**src/rtl/rr_op_sequencer_if.sv**
```systemverilog
// Sequencer <-> DataPath bundle: run/memory handshake, IR, control strobes.
interface rr_op_sequencer_if #(
    parameter int IR_WIDTH = 32,
    parameter int NUM_REGS = 16,
    parameter int ALU_OP_W = 5
);
    logic                run;
    logic                mem_ready;
    logic [IR_WIDTH-1:0] ir;
    logic                pc_out;
    logic                zlow_out;
    logic                zhigh_out;
    logic                mdr_out;
    logic                mar_in;
    logic                pc_in;
    logic                mdr_in;
    logic                ir_in;
    logic                y_in;
    logic                z_in;
    logic                lo_in;
    logic                hi_in;
    logic                inc_pc;
    logic                md_read;
    logic [NUM_REGS-1:0] reg_in;
    logic [NUM_REGS-1:0] reg_out;
    logic [ALU_OP_W-1:0] alu_op;
    logic [3:0]          step;
    logic                halted;
    logic                illegal;

    modport master (
        input  run, mem_ready, ir,
        output pc_out, zlow_out, zhigh_out, mdr_out,
        output mar_in, pc_in, mdr_in, ir_in, y_in, z_in, lo_in, hi_in,
        output inc_pc, md_read, reg_in, reg_out, alu_op,
        output step, halted, illegal
    );

    modport slave (
        output run, mem_ready, ir,
        input  pc_out, zlow_out, zhigh_out, mdr_out,
        input  mar_in, pc_in, mdr_in, ir_in, y_in, z_in, lo_in, hi_in,
        input  inc_pc, md_read, reg_in, reg_out, alu_op,
        input  step, halted, illegal
    );
endinterface

```
**src/rtl/rr_op_sequencer.sv**
```systemverilog
// Hardwired T0..T6 control-step sequencer for register-register instructions.
module rr_op_sequencer #(
    parameter int IR_WIDTH = 32,
    parameter int NUM_REGS = 16,
    parameter int RSEL_W   = 4,
    parameter int ALU_OP_W = 5
) (
    input  logic              clock,
    input  logic              clear,
    rr_op_sequencer_if.master bus
);
    typedef enum logic [3:0] {
        S_IDLE = 4'd0,
        S_T0   = 4'd1,
        S_T1   = 4'd2,
        S_T2   = 4'd3,
        S_T3   = 4'd4,
        S_T4   = 4'd5,
        S_T5   = 4'd6,
        S_T6   = 4'd7,
        S_HALT = 4'd8
    } state_t;

    state_t state_q, state_d;
    logic   pc_done_q, pc_done_d;

    logic [4:0]        opcode;
    logic [RSEL_W-1:0] ra, rb, rc;
    logic ra_ok, rb_ok, rc_ok, bad_reg;
    logic is_bin, is_mul, is_un, is_nop, is_hlt;
    logic c_bin, c_mul, c_un, c_ill;
    state_t eoi;

    assign opcode = bus.ir[IR_WIDTH-1 -: 5];
    assign ra     = bus.ir[IR_WIDTH-6 -: RSEL_W];
    assign rb     = bus.ir[IR_WIDTH-6-RSEL_W -: RSEL_W];
    assign rc     = bus.ir[IR_WIDTH-6-2*RSEL_W -: RSEL_W];

    assign ra_ok = 32'(ra) < NUM_REGS;
    assign rb_ok = 32'(rb) < NUM_REGS;
    assign rc_ok = 32'(rc) < NUM_REGS;

    assign is_bin = opcode <= 5'd8;
    assign is_mul = (opcode == 5'd15) || (opcode == 5'd16);
    assign is_un  = (opcode == 5'd17) || (opcode == 5'd18);
    assign is_nop = opcode == 5'd28;
    assign is_hlt = opcode == 5'd29;

    // Only the fields an instruction class actually uses are range-checked.
    assign bad_reg = (is_bin && !(ra_ok && rb_ok && rc_ok))
                   || ((is_mul || is_un) && !(ra_ok && rb_ok));

    assign c_bin = is_bin && !bad_reg;
    assign c_mul = is_mul && !bad_reg;
    assign c_un  = is_un && !bad_reg;
    assign c_ill = bad_reg
                 || !(is_bin || is_mul || is_un || is_nop || is_hlt);

    assign eoi = bus.run ? S_T0 : S_IDLE;

    function automatic logic [NUM_REGS-1:0] onehot(
        input logic [RSEL_W-1:0] idx
    );
        onehot = '0;
        for (int j = 0; j < NUM_REGS; j++)
            if (32'(idx) == j) onehot[j] = 1'b1;
    endfunction

    always_ff @(posedge clock or posedge clear) begin
        if (clear) begin
            state_q   <= S_IDLE;
            pc_done_q <= 1'b0;
        end else begin
            state_q   <= state_d;
            pc_done_q <= pc_done_d;
        end
    end

    assign bus.step   = state_q;
    assign bus.halted = state_q == S_HALT;

    always_comb begin
        state_d       = state_q;
        pc_done_d     = state_q == S_T1;
        bus.pc_out    = 1'b0;
        bus.zlow_out  = 1'b0;
        bus.zhigh_out = 1'b0;
        bus.mdr_out   = 1'b0;
        bus.mar_in    = 1'b0;
        bus.pc_in     = 1'b0;
        bus.mdr_in    = 1'b0;
        bus.ir_in     = 1'b0;
        bus.y_in      = 1'b0;
        bus.z_in      = 1'b0;
        bus.lo_in     = 1'b0;
        bus.hi_in     = 1'b0;
        bus.inc_pc    = 1'b0;
        bus.md_read   = 1'b0;
        bus.reg_in    = '0;
        bus.reg_out   = '0;
        bus.alu_op    = '0;
        bus.illegal   = 1'b0;
        unique case (state_q)
            S_IDLE: if (bus.run) state_d = S_T0;
            S_T0: begin
                bus.pc_out = 1'b1;
                bus.mar_in = 1'b1;
                bus.inc_pc = 1'b1;
                bus.z_in   = 1'b1;
                state_d    = S_T1;
            end
            S_T1: begin
                // pc_done_q marks wait cycles so PC loads only once
                bus.zlow_out = 1'b1;
                bus.pc_in    = !pc_done_q;
                bus.md_read  = 1'b1;
                bus.mdr_in   = 1'b1;
                if (bus.mem_ready) state_d = S_T2;
            end
            S_T2: begin
                bus.mdr_out = 1'b1;
                bus.ir_in   = 1'b1;
                state_d     = S_T3;
            end
            S_T3: begin
                if (c_bin) begin
                    bus.reg_out = onehot(rb);
                    bus.y_in    = 1'b1;
                    state_d     = S_T4;
                end else if (c_mul) begin
                    bus.reg_out = onehot(ra);
                    bus.y_in    = 1'b1;
                    state_d     = S_T4;
                end else if (c_un) begin
                    bus.reg_out = onehot(rb);
                    bus.alu_op  = ALU_OP_W'(opcode);
                    bus.z_in    = 1'b1;
                    state_d     = S_T4;
                end else if (c_ill) begin
                    bus.illegal = 1'b1;
                    state_d     = eoi;
                end else if (is_hlt) begin
                    state_d = S_HALT;
                end else begin
                    state_d = eoi;
                end
            end
            S_T4: begin
                if (c_un) begin
                    bus.zlow_out = 1'b1;
                    bus.reg_in   = onehot(ra);
                    state_d      = eoi;
                end else begin
                    bus.reg_out = c_mul ? onehot(rb) : onehot(rc);
                    bus.alu_op  = ALU_OP_W'(opcode);
                    bus.z_in    = 1'b1;
                    state_d     = S_T5;
                end
            end
            S_T5: begin
                bus.zlow_out = 1'b1;
                if (c_mul) begin
                    bus.lo_in = 1'b1;
                    state_d   = S_T6;
                end else begin
                    bus.reg_in = onehot(ra);
                    state_d    = eoi;
                end
            end
            S_T6: begin
                bus.zhigh_out = 1'b1;
                bus.hi_in     = 1'b1;
                state_d       = eoi;
            end
            S_HALT: state_d = S_HALT;
            default: state_d = S_IDLE;
        endcase
    end
endmodule
```
**src/flat_wrapper.sv**
```systemverilog
// flat-port wrapper written by rule: the top's interface ports become plain ports
module rr_op_sequencer_flat 
#(
    parameter int IR_WIDTH = 32,
    parameter int NUM_REGS = 16,
    parameter int RSEL_W   = 4,
    parameter int ALU_OP_W = 5
)
  (clock, clear, bus_run, bus_mem_ready, bus_ir, bus_pc_out, bus_zlow_out, bus_zhigh_out, bus_mdr_out, bus_mar_in, bus_pc_in, bus_mdr_in, bus_ir_in, bus_y_in, bus_z_in, bus_lo_in, bus_hi_in, bus_inc_pc, bus_md_read, bus_reg_in, bus_reg_out, bus_alu_op, bus_step, bus_halted, bus_illegal);
  rr_op_sequencer_if #(.IR_WIDTH(IR_WIDTH), .NUM_REGS(NUM_REGS), .ALU_OP_W(ALU_OP_W)) bus_i ();
  input  logic clock;
  input  logic clear;
  input wire logic [$bits(bus_i.run)-1:0] bus_run;
  input wire logic [$bits(bus_i.mem_ready)-1:0] bus_mem_ready;
  input wire logic [$bits(bus_i.ir)-1:0] bus_ir;
  output wire logic [$bits(bus_i.pc_out)-1:0] bus_pc_out;
  output wire logic [$bits(bus_i.zlow_out)-1:0] bus_zlow_out;
  output wire logic [$bits(bus_i.zhigh_out)-1:0] bus_zhigh_out;
  output wire logic [$bits(bus_i.mdr_out)-1:0] bus_mdr_out;
  output wire logic [$bits(bus_i.mar_in)-1:0] bus_mar_in;
  output wire logic [$bits(bus_i.pc_in)-1:0] bus_pc_in;
  output wire logic [$bits(bus_i.mdr_in)-1:0] bus_mdr_in;
  output wire logic [$bits(bus_i.ir_in)-1:0] bus_ir_in;
  output wire logic [$bits(bus_i.y_in)-1:0] bus_y_in;
  output wire logic [$bits(bus_i.z_in)-1:0] bus_z_in;
  output wire logic [$bits(bus_i.lo_in)-1:0] bus_lo_in;
  output wire logic [$bits(bus_i.hi_in)-1:0] bus_hi_in;
  output wire logic [$bits(bus_i.inc_pc)-1:0] bus_inc_pc;
  output wire logic [$bits(bus_i.md_read)-1:0] bus_md_read;
  output wire logic [$bits(bus_i.reg_in)-1:0] bus_reg_in;
  output wire logic [$bits(bus_i.reg_out)-1:0] bus_reg_out;
  output wire logic [$bits(bus_i.alu_op)-1:0] bus_alu_op;
  output wire logic [$bits(bus_i.step)-1:0] bus_step;
  output wire logic [$bits(bus_i.halted)-1:0] bus_halted;
  output wire logic [$bits(bus_i.illegal)-1:0] bus_illegal;
  assign bus_i.run = bus_run;
  assign bus_i.mem_ready = bus_mem_ready;
  assign bus_i.ir = bus_ir;
  assign bus_pc_out = bus_i.pc_out;
  assign bus_zlow_out = bus_i.zlow_out;
  assign bus_zhigh_out = bus_i.zhigh_out;
  assign bus_mdr_out = bus_i.mdr_out;
  assign bus_mar_in = bus_i.mar_in;
  assign bus_pc_in = bus_i.pc_in;
  assign bus_mdr_in = bus_i.mdr_in;
  assign bus_ir_in = bus_i.ir_in;
  assign bus_y_in = bus_i.y_in;
  assign bus_z_in = bus_i.z_in;
  assign bus_lo_in = bus_i.lo_in;
  assign bus_hi_in = bus_i.hi_in;
  assign bus_inc_pc = bus_i.inc_pc;
  assign bus_md_read = bus_i.md_read;
  assign bus_reg_in = bus_i.reg_in;
  assign bus_reg_out = bus_i.reg_out;
  assign bus_alu_op = bus_i.alu_op;
  assign bus_step = bus_i.step;
  assign bus_halted = bus_i.halted;
  assign bus_illegal = bus_i.illegal;
  rr_op_sequencer #(.IR_WIDTH(IR_WIDTH), .NUM_REGS(NUM_REGS), .RSEL_W(RSEL_W), .ALU_OP_W(ALU_OP_W)) u_core (.clock(clock), .clear(clear), .bus(bus_i));
endmodule
```
**config.mk**
```make
export PLATFORM = sky130hd
export DESIGN_NAME = rr_op_sequencer_flat
export DESIGN_NICKNAME = d
export VERILOG_FILES = /design/src/rtl/rr_op_sequencer_if.sv /design/src/rtl/rr_op_sequencer.sv /design/src/flat_wrapper.sv
export SDC_FILE = /design/constraint.sdc
export NUM_CORES = 1
export LEC_CHECK = 0
export ABC_CLOCK_PERIOD_IN_PS = 1950
export BUFFER_PORTS_ARGS = -buffer_cell sky130_fd_sc_hd__buf_4
export CAP_MARGIN = 20
export CORE_ASPECT_RATIO = 1.2
export CORE_MARGIN = 2
export CORE_UTILIZATION = 40
export CTS_BUF_LIST = sky130_fd_sc_hd__clkbuf_16
export CTS_CLUSTER_SIZE = 14
export DETAILED_ROUTE_END_ITERATION = 7
export GPL_ROUTABILITY_DRIVEN = 0
export MAX_ROUTING_LAYER = met4
export PLACE_DENSITY = 0.79
export REMOVE_ABC_BUFFERS = 1
export SETUP_SLACK_MARGIN = 0.1
export SYNTH_ARGS = -nofsm -noshare
export SYNTH_HDL_FRONTEND = slang
export SYNTH_SLANG_ARGS = --single-unit
export TNS_END_PERCENT = 5
```
**constraint.sdc**
```tcl
create_clock -name clock -period 1.95 [get_ports clock]
set_input_delay 0.2925 -clock clock [delete_from_list [all_inputs] [get_ports clock]]
set_output_delay 0.2925 -clock clock [all_outputs]
set_load 0.05 [all_outputs]
```
=== After elaboration in Yosys (flattened, before gate mapping) ===
Index checks and enable logic that the tools add are counted.

* Register bits: 5
* Output and inout bits: 57
* Memories kept: 0
* Bits of input ports: 36
* Memory bits (read-only): 0
* Latch bits: 0
* Bits in writable memories: 0
* Word-level logic and storage cells: 170

* Bitwise operators: 0
* Shift operators: 0
* Multipliers: 0
* Div/mod/pow operators: 0
* Equal/unequal tests: 61
* Reduce and logical (&&, ||, !) cells: 13
* Multiplexer cells: 93
* Add/subtract/negate cells: 0
* Magnitude comparators: 1

{| class="wikitable"
|+ Operators with widths
! operator !! number
|-
| 16-bit 2-to-1 mux || 7
|-
| 4-bit == test, second input constant || 25
|-
| 1-bit 2-to-1 mux || 67
|-
| 4-bit by 3-bit == test with 1-bit output, second input constant || 16
|-
| 16-bit case mux with 2 select lines || 2
|-
| 4-bit 2-to-1 mux || 9
|-
| 4-bit case mux with 9 select lines || 1
|-
| 4-bit by 2-bit == test with 1-bit output, second input constant || 8
|-
| 5-bit == test, second input constant || 5
|-
| 5-bit 2-to-1 mux || 4
|-
| 4-bit by 1-bit == test with 1-bit output, second input constant || 4
|-
| 4-bit zero test || 4
|-
| 5-bit case mux with 2 select lines || 1
|-
| 1-bit logical OR || 6
|-
| 5-bit by 4-bit == test with 1-bit output, second input constant || 1
|-
| 5-bit by 4-bit less-or-equal comparator with 1-bit output, second input constant || 1
|-
| 2-bit != test, second input constant || 2
|-
| 1-bit case mux with 3 select lines || 1
|-
| 1-bit case mux with 2 select lines || 1
|-
| 2-bit AND reduction || 1
|-
| 2-bit OR reduction || 1
|-
| 1-bit zero test || 1
|}

=== Depth between registers and ports, before layout ===
Gate-level depths: netlist of run 1.

* Depth in word-level cells: 11
* Depth in mapped cells: 7

=== Least setup slack after synthesis of run 1 ===
OpenSTA, ideal clock, no wires.

* Kind: register to output
* Start point: register u_core.state_q[1] (netlist: u_core.bus.step[1])
* End point: output bus_illegal
* Cell stages (with the launch flop): 5
* Required time: 1,657 ps
* Data arrival time: 3,511 ps
* Path slack: -1,854 ps
* Path through: dfrtp_1 buf_2 nor2b_2 nand2_2 a2111oi_0

* Longest elaborated chain between the ends: 2

{| class="wikitable"
|+ Ends and longest elaborated chain
! item !! line !! text
|-
| start, declared || rr_op_sequencer.sv:24 || <nowiki>state_t state_q, state_d;</nowiki>
|-
| start signal, assigned || rr_op_sequencer.sv:74 || <nowiki>state_q <= state_d;</nowiki>
|-
| 4-bit by 3-bit == test with 1-bit output || rr_op_sequencer.sv:103 || <nowiki>unique case (state_q)</nowiki>
|-
| 1-bit 2-to-1 mux || rr_op_sequencer.sv:103 ||
|-
| end, declared || flat_wrapper.sv:35 || <nowiki>output wire logic [$bits(bus_i.illegal)-1:0] bus_illegal;</nowiki>
|}

Every way passes these cells.

=== Final worst setup path of run 1 ===
* Start point: register u_core.state_q[3] (netlist: u_core.bus.step[3])
* End point: output bus_reg_in[3]

* Longest elaborated chain between the ends: 2
* Elaborated cells between the ends (all ways): 3
* Classes of those cells: 2 x eq/ne; 1 x mux

{| class="wikitable"
|+ Ends and longest elaborated chain
! item !! line !! text
|-
| 4-bit by 3-bit == test with 1-bit output || rr_op_sequencer.sv:103 ||
|-
| 16-bit case mux with 2 select lines (*) || rr_op_sequencer.sv:103 ||
|-
| end, declared || flat_wrapper.sv:30 || <nowiki>output wire logic [$bits(bus_i.reg_in)-1:0] bus_reg_in;</nowiki>
|}

Mark *: on every way between the ends. The rest lies on a longest branch, timed or not.

==> results of run 1 <==
## sequential cells by signal, summed over array words and instances (netlist names)
register,cells
u_core.pc_done_q,1
u_core.bus.step,4
## timing repair
| action | CTS | global route |
|---|---|---|
| hold buffers | 1 | 0 |
| pin swaps | 4 | 8 |
| setup buffers | 1 | 1 |
| setup endpoints to repair | 40 | 46 |
| gates resized for setup | 33 | 51 |
| endpoints found under the hold margin | 5 | 0 |
| cloned | 1 | 0 |
## cell families after synthesis
family | synth area share
XOR/XNOR | 0.00635
AO/OA/AOI/OAI | 0.283
AND/OR/NAND/NOR | 0.506
flip-flops | 0.0907
buffers and inverters | 0.114
## path summary, 6_finish.rpt
path                                          from            endpoint  slack, ps  cells after the start
worst min-delay path                       bus_run  u_core.bus.step[0]        440                      3
worst max register to register  u_core.bus.step[1]  u_core.bus.step[2]        470                      4
max in group asynchronous                    clear  u_core.bus.step[0]       1220                      3
worst max-delay path            u_core.bus.step[3]       bus_reg_in[3]       -240                      6
worst min register to register  u_core.bus.step[3]  u_core.bus.step[1]        550                      1
min in group asynchronous                    clear  u_core.bus.step[1]        520                      3
## metal layers
metal / up-vias / track usage / share of wire
li1: 951 / - / -
met1: 972 / 0.297 / 0.39
met2: 98 / 0.473 / 0.55
met3: 5 / 0.0246 / 0.055
met4: 0 / 0.105 / 0.010
met5: - / - / 0
## power breakdown
part           internal, mW  total (mW)  leakage [nW]  switching [mW]
clock                 0.267       0.346        0.0423          0.0795
sequential            0.146       0.191        0.0617          0.0447
combinational         0.539        1.63         0.970            1.09
## layout by cell type (no fill, tap or decap), types with 3 or more instances in the layout
cell type and instances:
nor3b_1 7, nor4_2 3, nand2_4 3, nor2_1 15
nand2b_1 8, nor2b_1 5, and2_4 3, dfrtp_1 3
nand2_1 12, buf_6 22, clkbuf_16 3, nor2_4 3
nor4_1 6, buf_8 5, buf_4 72, nor3_1 16
nor2_2 13, o21ai_0 3, and3_1 5, inv_1 3
a21oi_1 4, o221ai_1 12, o221ai_2 4, nand2_2 4
o21ai_1 14
## worst max-delay path: cells and delay by family, from the launching register on
family                 cells  cell delay (ps)
DFF                        1              430
buffers and inverters      1              170
and+or+nand+nor            4              840
AOI/OAI and AO/OA          1              200
## layout make-up
cell class,instances,area (um2)
clock buffer,3,75.1
clock inverter,1,3.75
fill,215,831
inverter,2,7.51
multi-input combinational,180,1310
sequential,5,128
tap,37,46.3
timing repair buffer,102,913
## metrics by stage
stage / hold slack, ps / instance area, um2 / setup WS (ps) / setup TNS [ps] / cells
2_1_floorplan: 71.0 / 1230 / -3240 / -39120 / 186
3_3_place_gp: 201 / 2040 / -115 / -2340 / 322
3_5_place_dp: 213 / 2040 / -139 / -2990 / 322
4_1_cts: 443 / 2290 / -176 / -4700 / 329
5_1_grt: 457 / 2480 / -311 / -8260 / 330
6_report: 439 / 2480 / -237 / -6630 / 330
==> summary.md, run 1 <==
| Metric | Value |
|---|---|
| Final Skew | 1.21 ps |
| CP cell instances | and4bb_2 -> nand4_1 -> o21ai_4 -> nand3_4 -> nor2_1 -> buf_6 |
| Most common cell in the netlist | nor2_1 |
| Core area | 3310 um2 |
| Number of setup violations in the final report | 36 |
| Post-Syn Instances | 209 |
| Drt initial violations | 110 |
| Antenna-violating nets left | 0 |
| Synth top area share | 0.102 |
| CTS Buf Count | 3 |
| Largest net degree at the start of global routing | 20 |
| Ys async rst share | 1.00 |
| Max-cap violations | 0 |
| Sequential share of the synthesized area | 0.0907 |
| Initial Utilization | 0.417 |
| VDD IR max | 1.44 mV |
| DRT Pass-1 Iters | 5 |
| Leak | 1.07 nW |
| Synth warnings | 0 |
| CTS Root Cell | clkbuf_16 |
| Final wirelength | 5760 um |
| Crit Path Max Fanout | 4 |
| Cell Rows | 23 |
| Die Area | 3940 um2 |
| Minimum clock period after layout | 2190 ps |
| CP Launch Type | register |
| Die height | 68.3 um |
| Crit path kind | register to output port |
| Clock Sink Count | 5 |
| Overall power | 2.16 mW |
| Post-layout util | 0.749 |
| Failing checks | negative setup slack |
| Syn_area_per_cell | 6.60 um2 |
| CP Capture Type | output port |
| Least-Margin Pin Slew | 480 ps |
| Drt drc | 0 |
| Largest area contributor in the netlist | o221ai_1 |
| WP data arrival | 1890 ps |
| CTS Buffer Depth | 2 |
| RSZ-0062 raised after global routing | true |
| Global Route Usage Sum | 0.262 |
| H-tree depth | 1 |
| Synth area leaders | o221ai_1 10%, dfrtp_1 9.1%, nor2_1 8.2%, nor3_1 5.8%, nand2_1 4.9% |
| Top post-synthesis cells by count | 30 x nor2_1, 18 x nand2_1, 16 x nor3_1, 16 x o221ai_1, 11 x o21ai_1 |
| Routed via count | 2026 |
| Yosys reg bits | 5 |
| Vias per cell | 6.14 |
| Total grt overflow | 0 |
| Cell Area, Synth | 1380 um2 |
| Fraction of layout cells with a size suffix above 1 | 0.546 |
| WL/cell | 17.5 um |
| Fin crit share | 1.12 |
| PortBufs | 77 |
| Count of final hold-check violations | 0 |
| Max-slew violation count | 0 |
| WP data required | 1660 ps |
| Chip width | 57.6 um |
| CTS tree | built |
| Vias in the first global route | 1758 |
| Status | finished with violations |
| Final HPWL DP | 3680 um |
| Slew margin rel. | 0.680 |
| Post-synth EDFFs | 0 |
| Initial antenna violation count | 0 |
| Worst Setup Slack, final | -237 ps |
| Io pins | 93 |
| FMAX | 457 MHz |
| First-pass GRT wire length | 7940 um |
| Final nets | 330 |
| Critical-path top delay cell | dfrtp_2 |
| Max incr delay on CP | 430 ps |
| Worst hold path type | input port to register |
| Clock Latency Late Sink | 230 ps |
| Synth cell types | 52 |
| ANT cells | 0 |
| Power Dens Cells | 873 nW/um2 |
| P&R area growth vs syn | 79.6% |
| Main flop type after synthesis | dfrtp_1 |
| Worst-path clk slew | 30 ps |
No activity file was read; power rests on OpenSTA's default activity.
==> inputs of run 2 (changes only) <==
CORE_UTILIZATION = 43   (was 40)
PLACE_DENSITY = 0.84   (was 0.79)
==> run 2 against run 1 <==
The run still ends with negative setup slack left. Worst hold slack better by 73 ps. Via count is 19% higher. Sequential power is 8% higher. Critical path type unchanged. Largest power group unchanged.
==> summary.md, run 2 (same netlist as run 1, synthesis figures left out) <==
| Metric | Value |
|---|---|
| Status | finished with violations |
| Failing checks | negative setup slack |
| DRT Pass-1 Iters | 6 (+1) |
| CTS Buf Count | 3 (unchanged) |
| Max-slew violation count | 0 (unchanged) |
| Drt initial violations | 414 (+280%) |
| Minimum clock period after layout | 2350 ps (+167 ps) |
| Layout Cells excl Fill | 327 (-0.91%) |
| Vias per cell | 7.34 (+20%) |
| WP data arrival | 2060 ps (+170 ps) |
| Final Skew | 0.823 ps (-0.389 ps) |
| Core area | 3060 um2 (-7.7%) |
| First-pass GRT wire length | 10100 um (+28%) |
| Final HPWL DP | 3560 um (-3.1%) |
| Drt drc | 0 (unchanged) |
| Sum Neg Setup Slack | -10910 ps (-4280 ps) |
| WL/cell | 25.1 um (+44%) |
| Io pins | 93 (unchanged) |
| Power Dens Cells | 960 nW/um2 (+10%) |
| Area after DPL | 1990 um2 (-2.9%) |
| CTS tree | built |
| ANT cells | 0 (unchanged) |
| Routed via count | 2401 (+19%) |
| Clock Sink Count | 5 (unchanged) |
| FMAX | 425 MHz (-7.1%) |
| Final nets | 328 (-0.61%) |
| Fin crit share | 1.21 (+0.0854) |
| H-tree depth | 1 (unchanged) |
| Leak | 1.05 nW (-2.1%) |
| Total grt overflow | 0 (unchanged) |
| Clock Latency Late Sink | 240 ps (about the same) |
| Die height | 66.1 um (-3.3%) |
| Pre-CTS setup slack | -133 ps (+6.60 ps) |
| Worst hold path type | input port to register |
| Post-layout util | 0.833 (+0.0840) |
| Global Route Usage Sum | 0.349 (+0.0870) |
| Max-cap violations | 0 (unchanged) |
| Fraction of layout cells with a size suffix above 1 | 0.567 (+0.0209) |
| CP Launch Type | register |
| Multi-input gate area | 1360 um2 (+4.5%) |
| P&R area growth vs syn | 84.4% |
| Fillers | 137 (-36%) |
| Commonest non-fill, non-tap cell in the layout | buf_4 |
| Cell Rows | 22 (-4.3%) |
| Crit Path Max Fanout | 5 (+1) |
| Worst-path clk slew | 40 ps (about the same) |
| Post-placement cell count | 315 (-2.2%) |
| Most frequent cells in the layout | 61 x buf_4, 32 x buf_6, 22 x nor2_1 |
| Least-Margin Pin Slew | 551 ps (+70.7 ps) |
| CP Capture Type | output port |
| Max reg flops | 4 (unchanged) |
| CTS Buffer Depth | 2 (unchanged) |
| Overall power | 2.44 mW (+13%) |
| Final instance area | 2540 um2 (+2.7%) |
| Final wirelength | 8220 um (+43%) |
| Crit path kind | register to output port |
| Initial Utilization | 0.452 (+0.0347) |
| CTS Root Cell | clkbuf_16 |
| Initial antenna violation count | 0 (unchanged) |
| Largest net degree at the start of global routing | 20 (unchanged) |
| Vias in the first global route | 2044 (+16%) |
| Final Hold Slack | 512 ps (+72.8 ps) |
| Chip width | 55.7 um (-3.3%) |
| Number of setup violations in the final report | 41 (+14%) |
| RSZ-0062 raised after global routing | true |
| Count of final hold-check violations | 0 (unchanged) |
| Slew margin rel. | 0.633 (-0.0472) |
| Sequential cell area | 126 um2 (-0.98%) |
| VDD IR max | 1.63 mV (+13%) |
| Die Area | 3680 um2 (-6.5%) |
| Antenna-violating nets left | 0 (unchanged) |
| WP data required | 1660 ps (about the same) |
| Worst Setup Slack, final | -404 ps (-167 ps) |
| PortBufs | 77 (unchanged) |
-- run 2: cell count changes in the layout (fill, tap and decap cells not counted), sizes merged --
cell | before | now
buf | 101 | 99
-- run 2: area by class of cell --
cell class,count,area share
Multi-Input combinational cell,180,0.536
Timing Repair Buffer,100,0.363
Sequential cell,5,0.0497
Clock buffer,3,0.0295
Tap cell,36,0.0177
Inverter,2,0.00295
Clock inverter,1,0.00147
-- run 2: power by group --
| part | switching, mW | internal (mW) |
|---|---|---|
| combinational | 1.25 | 0.630 |
| clock | 0.0895 | 0.268 |
| sequential | 0.0616 | 0.146 |
-- run 2: metal layers --
layer  track usage  share of wire
met1         0.396           0.33
met2         0.604           0.46
met3        0.0548           0.12
met4         0.162          0.093
met5             -              0
-- run 2: final timing paths --
kind                               startpoint                  to  slack (ps)  cells after the start
max                        u_core.bus.step[0]     bus_reg_out[13]        -400                      6
min                                   bus_run  u_core.bus.step[0]         510                      3
max reg2reg                u_core.bus.step[2]  u_core.bus.step[2]         270                      6
min reg2reg                u_core.bus.step[2]    u_core.pc_done_q         650                      1
max in group asynchronous               clear  u_core.bus.step[0]        1180                      3
min in group asynchronous               clear    u_core.pc_done_q         570                      3
-- run 2: repair_timing --
action                                  4_1_cts  5_1_grt
gates cloned                                  1        0
endpoints found under the setup margin       40       50
endpoints found under the hold margin         5        0
setup buffers                                 4        2
gates resized for setup                      68       32
hold buffers                                  1        0
pin swaps                                    12        3
-- run 2: critical path, cell delays in order (launching register included) --
cell,delay (ps)
dfrtp_2,450
nor2_2,220
nand2_2,140
nor2_2,250
nand3_2,190
o221ai_1,310
buf_4,260
==> inputs of run 3 (changes only) <==
ABC_CLOCK_PERIOD_IN_PS = 2300   (was 1950)
clock period = 2.3 ns   (was 1.95 ns; I/O delays follow)
==> run 3 against run 2 <==
The flow now finishes without violations. Combinational power down 35%. Setup slack gained 450 ps. Total power shrank 31%. Worst hold slack got worse by 500 ps. Via count shrank 22%. Clock skew barely moved. Register-to-register slack improved by 580 ps. Flip-flop and latch count did not move. Largest cell class unchanged.
==> summary.md, run 3 (same netlist as run 1, synthesis figures left out) <==
| Metric | Value |
|---|---|
| Total grt overflow | 0 (unchanged) |
| Critical Path End | bus_reg_in[11] |
| Chip width | 55.7 um (unchanged) |
| Count of final hold-check violations | 0 (unchanged) |
| Vias per cell | 6.00 (-18%) |
| CP Launch Type | input port |
| Clock Latency Late Sink | 230 ps (about the same) |
| CTS Buf Count | 3 (unchanged) |
| Crit path kind | input port to output port |
| Largest net degree at the start of global routing | 22 (+10%) |
| Hold_buf cts | 0 (-1) |
| Pre-CTS setup slack | 52.9 ps (+186 ps) |
| Die Area | 3680 um2 (unchanged) |
| Die height | 66.1 um (unchanged) |
| Worst hold path type | input port to async pin |
| DRT Pass-1 Iters | 4 (-2) |
| Max incr delay on CP | 300 ps (-150 ps) |
| Number of setup violations in the final report | 0 (-100%) |
| Final Hold Slack | 14.4 ps (-498 ps) |
| Worst Setup Slack, final | 49.8 ps (+453 ps) |
| Final HPWL DP | 3500 um (-1.6%) |
| Antenna-violating nets left | 0 (unchanged) |
| Slew margin rel. | 0.718 (+0.0854) |
| RSZ-0062 raised after global routing | true |
| Cell Rows | 22 (unchanged) |
| Crit path top cell by count | buf_4 |
| CP Capture Type | output port |
| Crit path depth | 8 (+2) |
| Fin crit share | 0.978 |
| Power Dens Cells | 772 nW/um2 (-20%) |
| Max reg flops | 4 (unchanged) |
| Status | finished clean |
| Critical-path top delay cell | a32o_2 |
| Global Route Usage Sum | 0.257 (-0.0922) |
| WP data required | 1960 ps (+300 ps) |
| Commonest non-fill, non-tap cell in the layout | buf_4 |
| Max-slew violation count | 0 (unchanged) |
| Minimum clock period after layout | 2250 ps |
| Max-cap violations | 0 (unchanged) |
| CP delay by family, top | compound AO/OA/AOI/OAI gates |
| Crit. Startpoint | bus_ir[29] |
| First-pass GRT wire length | 7620 um (-25%) |
| Clock Sink Count | 5 (unchanged) |
| CTS Root Cell | clkbuf_16 |
| Worst R2R Start | u_core.bus.step[2] |
| WP data arrival | 1910 ps (-150 ps) |
| H-tree depth | 1 (unchanged) |
| ANT cells | 0 (unchanged) |
| Worst-path clk slew | 30 ps (about the same) |
| CP cell instances | buf_4 -> and4b_4 -> a32o_2 -> buf_4 -> o21ai_4 -> nand3_4 -> nor2_1 -> buf_6 |
| Initial antenna violation count | 0 (unchanged) |
| Fraction of layout cells with a size suffix above 1 | 0.478 (-0.0886) |
| Core area | 3060 um2 (unchanged) |
| PortBufs | 77 (unchanged) |
| Io pins | 93 (unchanged) |
| Routed via count | 1883 (-22%) |
| FF-to-FF End | u_core.bus.step[2] |
| Buf/Inv on CP | 3 (+2) |
| Drt initial violations | 107 (-74%) |
| Least-Margin Pin Slew | 422 ps (-129 ps) |
| Initial Utilization | 0.452 (unchanged) |
| Final wirelength | 4890 um (-40%) |
| FMAX | 444 MHz |
| Most frequent cells in the layout | 75 x buf_4, 20 x nor2_1, 16 x nor3_1 |
| Vias in the first global route | 1657 (-19%) |
| CTS tree | built |
| Reg2reg setup slack | 850 ps (+580 ps) |
| P&R area growth vs syn | 58.0% |
| WL/cell | 15.6 um (-38%) |
| Final Skew | 0.353 ps (-0.470 ps) |
| Drt drc | 0 (unchanged) |
| Crit Path Max Fanout | 12 (+7) |
| Final nets | 315 (-4.0%) |
| VDD IR max | 1.06 mV (-35%) |
| CTS Buffer Depth | 2 (unchanged) |
| Leak | 0.935 nW (-11%) |
| R2R depth | 5 (-1) |
[run 3: cell types whose count changed in the layout (fill, tap and decap cells not counted), moves of 5 or more]
| cell | change |
|---|---|
| buf_8 | -5 |
| o221ai_2 | -5 |
| buf_6 | -21 |
| o221ai_1 | +5 |
| nor4_1 | +5 |
| nor4_2 | -5 |
| buf_4 | +14 |
[run 3: layout make-up]
cell class | count | area [um2]
Inverter | 2 | 7.51
Timing Repair Buffer | 87 | 707
Multi-Input combinational cell | 180 | 1210
Tap cell | 36 | 45.0
Clock inverter | 1 | 3.75
Fill cell | 230 | 875
Clock buffer | 3 | 75.1
Sequential cell | 5 | 128
[run 3: worst min path at each step]
stage | start | end | slack [ps] | cells past startpoint
5_1_grt | clear | u_core.pc_done_q | 40 | 2
4_1_cts | clear | u_core.bus.step[2] | 20 | 2
6_report | clear | u_core.pc_done_q | 10 | 2
3_3_place_gp | clear | u_core.pc_done_q | 250 | 2
3_5_place_dp | clear | u_core.bus.step[2] | 260 | 2
2_1_floorplan | clear | u_core.bus.step[0] | 120 | 1
[run 3: power breakdown]
group / total [mW] / switching (mW) / internal (mW)
clock: 0.292 / 0.0658 / 0.226
sequential: 0.171 / 0.0474 / 0.124
combinational: 1.22 / 0.843 / 0.378
total: 1.68 / 0.957 / 0.728
[run 3: through the flow]
stage / cells / total power, mW / TNS, ps / area (um2) / util
floorplan: 186 / 0.948 / -24510 / 1230 / -
global placement: 305 / 1.31 / 0 / 1910 / 0.625
detailed placement: 305 / 1.33 / 0 / 1910 / 0.625
CTS: 311 / 1.64 / 0 / 2020 / 0.661
global route: 314 / 1.75 / -2.56 / 2180 / 0.714
finish: 314 / 1.68 / 0 / 2180 / 0.714
[run 3: per-layer routing]
metal  vias up  share of wire  track usage
met3         7          0.061       0.0235
met1       866           0.41        0.307
met4         0          0.017        0.101
met5         -              0            -
met2        97           0.51        0.446
li1        913              -            -
[run 3: repair_timing]
item,in CTS,in global routing
setup buffers,1,3
pin swaps,1,4
cloned,1,0
resized for setup,3,37
endpoints found under the setup margin,26,37
